### src/rtl/wb_stage.sv
// wb_stage: MEM/WB register, load-data wait with timeout, retire counter.
// Ports: CLK, RST_N, MEM inputs (validM, RegWriteM, MemtoRegM, WriteRegM,
//   ALUOutM), load_rvalid/load_rdata, flushW; outputs stallW_out,
//   RegWriteW/wb_addr/wb_data, load_err, retire_cnt.
// Optional: define WB_TRACE_EN to print write-back and timeout traces.
module wb_stage #(
   parameter int LOAD_TIMEOUT = 16,
   parameter int CNT_W        = 32
) (
   input  logic             CLK,
   input  logic             RST_N,
   input  logic             validM,
   input  logic             RegWriteM,
   input  logic             MemtoRegM,
   input  logic [4:0]       WriteRegM,
   input  logic [31:0]      ALUOutM,
   input  logic             load_rvalid,
   input  logic [31:0]      load_rdata,
   input  logic             flushW,
   output logic             stallW_out,
   output logic             RegWriteW,
   output logic [4:0]       wb_addr,
   output logic [31:0]      wb_data,
   output logic             load_err,
   output logic [CNT_W-1:0] retire_cnt
);

   localparam logic [0:0] S_RUN       = 1'b0;
   localparam logic [0:0] S_LOAD_WAIT = 1'b1;

   localparam logic [7:0] TO_LAST = 8'(LOAD_TIMEOUT - 1);

   logic [0:0] state;
   logic [7:0] to_cnt;
   logic [4:0] ld_addr;
   logic       ld_we;

   assign stallW_out = (state == S_LOAD_WAIT) && !flushW;

   always_ff @(posedge CLK or negedge RST_N) begin
      if (!RST_N) begin
         state      <= S_RUN;
         to_cnt     <= '0;
         ld_addr    <= '0;
         ld_we      <= 1'b0;
         RegWriteW  <= 1'b0;
         wb_addr    <= '0;
         wb_data    <= '0;
         load_err   <= 1'b0;
         retire_cnt <= '0;
      end else begin
         RegWriteW <= 1'b0;
         unique case (state)
            S_RUN: begin
               if (validM && !flushW) begin
                  if (MemtoRegM) begin
                     ld_addr <= WriteRegM;
                     ld_we   <= RegWriteM;
                     to_cnt  <= '0;
                     state   <= S_LOAD_WAIT;
                  end else begin
                     RegWriteW  <= RegWriteM && (WriteRegM != 5'd0);
                     wb_addr    <= WriteRegM;
                     wb_data    <= ALUOutM;
                     retire_cnt <= retire_cnt + 1'b1;
`ifdef WB_TRACE_EN
                     if (RegWriteM && (WriteRegM != 5'd0))
                        $display("WB: r%0d <= %h", WriteRegM, ALUOutM);
`endif
                  end
               end
            end
            S_LOAD_WAIT: begin
               // The instruction presented while leaving is held
               // upstream and captured on the next edge in RUN.
               if (flushW) begin
                  state <= S_RUN;
               end else if (load_rvalid) begin
                  RegWriteW  <= ld_we && (ld_addr != 5'd0);
                  wb_addr    <= ld_addr;
                  wb_data    <= load_rdata;
                  retire_cnt <= retire_cnt + 1'b1;
                  state      <= S_RUN;
`ifdef WB_TRACE_EN
                  if (ld_we && (ld_addr != 5'd0))
                     $display("WB: r%0d <= %h", ld_addr, load_rdata);
`endif
               end else if (to_cnt == TO_LAST) begin
                  load_err <= 1'b1;
                  state    <= S_RUN;
`ifdef WB_TRACE_EN
                  $display("WB: load timeout r%0d", ld_addr);
`endif
               end else begin
                  to_cnt <= to_cnt + 8'd1;
               end
            end
            default: state <= S_RUN;
         endcase
      end
   end

endmodule

### config.mk
export PLATFORM = sky130hd
export DESIGN_NAME = wb_stage
export DESIGN_NICKNAME = d
export VERILOG_FILES = /design/src/rtl/wb_stage.sv
export SDC_FILE = /design/constraint.sdc
export NUM_CORES = 1
export LEC_CHECK = 0
export ABC_AREA = 0
export BUFFER_PORTS_ARGS = -buffer_cell sky130_fd_sc_hd__buf_2
export CAP_MARGIN = 25
export CORE_AREA = 3 3 105 107
export CTS_CLUSTER_SIZE = 14
export DETAILED_ROUTE_END_ITERATION = 6
export DIE_AREA = 0 0 108 110
export HOLD_SLACK_MARGIN = 0.12
export PLACE_DENSITY = 0.66
export SLEW_MARGIN = 10
export SYNTH_ARGS = -nofsm -noshare
export SYNTH_HDL_FRONTEND = slang
export SYNTH_SLANG_ARGS = --single-unit
### constraint.sdc
create_clock -name CLK -period 2.31 [get_ports CLK]
set_clock_uncertainty 0.1 [all_clocks]
set_input_delay 0.462 -clock CLK [delete_from_list [all_inputs] [get_ports CLK]]
set_output_delay 0.462 -clock CLK [all_outputs]
set_load 0.02 [all_outputs]
==> results.md <==
* Status: complete, no violations
* Clock root buffer: clkbuf_8
* Num rows at 37
* Final hold vios at 0
* Worst hold margin at 0.255 ns
* Gate power share at 23.4%
* CP Data Arrival Time at 2.26 ns
* Post-synth EDFFs at 0
* Most frequent cells in the layout: 146 x buf_2, 85 x dfrtp_1, 49 x nand2_1
* Share of the synthesized area in the top cell type at 53.1%
* Dpl ws at 0.237 ns
* Detail Route Antenna Nets at 0
* Switching power at 0.00126 W
* CTS tree: yes
* Chip width at 108 µm
* Kind of critical path: reg2reg
* CP Data Required Time at 2.47 ns
* Number of H-tree levels at 3
* Reg power frac at 48.6%
* Commonest non-fill, non-tap cell in the layout: buf_2
* Largest vdd supply drop at 0.000391 V
* Sw frac at 32.8%
* Core area at 0.0102 mm²
* Yosys reg bits at 86
* Reg clk slew, reported paths at ~0.090 ns
* P_leak at approximately 2.6 nW
* Max cap viols at 0
* Min cycle time layout at 2.10 ns
* Slew margin rel. at slightly below 60%
* M2 GR Usage at 26.1%
* Finish-stage setup viols at 0
* Remaining DRCs at 0
* Post-synthesis cell area at about 0.0041 mm²
* GR Util All Layers at 16.6%
* Cell Pwr Density at 743 mW/mm²
* Slew @ Worst Pin at 0.619 ns
* CP max FO at 18
* Post-CTS Setup Bufs at 0
* Final WS setup at 0.210 ns
* Post-cts repair resize count at 0
* TritonCTS Sinks at 86
* Clk pwr share at around 28%
* Post-cts hold buffer count at 1
* Antenna violations before repair at 0
* Hold Path Class: in2reg
* Area Overhead vs Synth at 27.6%
* Vias per inst at 4.96
* Global route overflow at 0
* Global-route wire length before repair at 15,500 µm
* Crit. End Element: flop
* Share of cells above drive strength 1 at 36.3%
* Vias in the first global route at 3,172
* Final Instance Count excl. Fillers at 667
* Max Slew Vio Count at 0
* Syn_nets at 459
* Via Count at 3,307
* GRT busiest layer: met2
* Max Freq at 476 MHz
* NumNets Final at 604
* Worst skew pair latency at 0.36 ns
* Met3 GRT Util at 3.15%
* Total length of routed wires at slightly below 10,000 µm
* Ant diodes at 0
* Setup TNS at 0 ns
* Die area at 0.0119 mm²
* Clk buf depth at 2
* Mean Syn Cell Area at 10.6 µm²
* Inserted Clock Buffers at 9
* Startpoint Class: flop
* Final core utilization at between 50 and 60%
* Iter 0 DRT Violations at 111
* Pint at 0.00258 W
* I/O pins at between 100 and 150
* Synth Instances at 381
* Ys flop type: dfrtp_1
* IO Port Bufs at approximately 150
* Ys async rst share at 100%
* Die Ht at 110 µm
* Synth area leaders: dfrtp_1 53%, mux2i_1 9.1%, o21ai_0 5.2%
* Last weighted congestion value of the routability-driven placer at ~0.75
* YS warnings at 0
* Unrepaired setup endpoints after global routing: no
* Register area share after synthesis at 53.1%
* DPL Wire Length at 7380 µm
* Wire per inst at approximately 15 µm
* GR Layer Usage met1 at 22.2%
* Synth unique cells at 42
* Initial core utilization at 39.6%
* Fin crit share at 90.9%
* Area leader, netlist: dfrtp_1
* First-pass DRT Iterations at 4
* Placed cell count at 650
* Largest net degree at the start of global routing at approximately 60
synth_stat cells, drive strengths merged (2+ instances only):
| cell | count |
|---|---|
| a21o | 2 |
| a21oi | 2 |
| and4 | 2 |
| buf | 10 |
| clkbuf | 13 |
| dfrtp | 86 |
| ha | 2 |
| inv | 9 |
| mux2 | 7 |
| mux2i | 37 |
| nand2 | 49 |
| nand3 | 20 |
| nand4 | 7 |
| nor2 | 10 |
| nor3 | 6 |
| nor4 | 19 |
| o211ai | 3 |
| o21ai | 44 |
| or2 | 2 |
| or3 | 3 |
| or4 | 4 |
| xnor2 | 8 |
| xor2 | 24 |
metal layers:
layer  share of wire (%)  vias up  wire length [µm]
met5                   0        -                 0
met4                 2.7        0               261
met3                 4.6       19               452
met2                  49       81              4800
met1                  44     1579              4320
li1                    -     1628                 -
through the flow:
stage	instance area (µm²)	total power [W]
after floorplan	4050	0.00239
after global placement	4960	0.00278
after detailed placement	4960	0.00281
after CTS	5170	0.00389
after global routing	5170	0.00407
final	5170	0.00384
worst paths after layout:
kind / startpoint / end / slack [ns] / cells after the start
worst max-delay path: to_cnt[5] / to_cnt[7] / 0.21 / 4
worst min-delay path: RegWriteM / ld_we / 0.26 / 2
worst max register to register: to_cnt[5] / to_cnt[7] / 0.21 / 4
worst min register to register: load_err / load_err / 0.36 / 1
max in group asynchronous: RST_N / wb_data[30] / 1.05 / 3
min in group asynchronous: RST_N / retire_cnt[25] / 0.40 / 2
logic make-up after synthesis:
logic type      share of synthesized area [%]
compound gates                           7.54
xor+xnor                                 6.92
fa+ha+maj                               0.618
buf+inv                                  3.27
flops                                    53.1
mux                                      11.1
simple gates                             17.4
power groups by stage:
stage | registers [W] | logic [W] | clock network (W)
after global placement | 0.00189 | 0.000896 | 0
after floorplan | 0.00212 | 0.000273 | 0
after detailed placement | 0.00190 | 0.000915 | 0
after global routing | 0.00190 | 0.000989 | 0.00118
final | 0.00187 | 0.000900 | 0.00107
after CTS | 0.00187 | 0.000917 | 0.00111
sequential cells by signal, summed over array words and instances (netlist names):
name        flops
wb_data        32
ld_we           1
retire_cnt     32
state           1
to_cnt          8
RegWriteW       1
load_err        1
wb_addr         5
ld_addr         5
critical path: stages, from the launching register on:
cell,delay (ns)
dfrtp_1,0.43
or4_1,0.58
o21ai_2,0.51
o21ai_0,0.18
a21o_1,0.20
area by class of cell:
cell class,count,area [µm²]
fillers,966,5060
flip-flops and latches,86,2150
multi-input cells,263,1770
repair buffers,157,841
well taps,136,170
clock buffers,10,138
clock inverters,6,61.3
inverters,9,33.8
(Power assumes the default switching activity.)
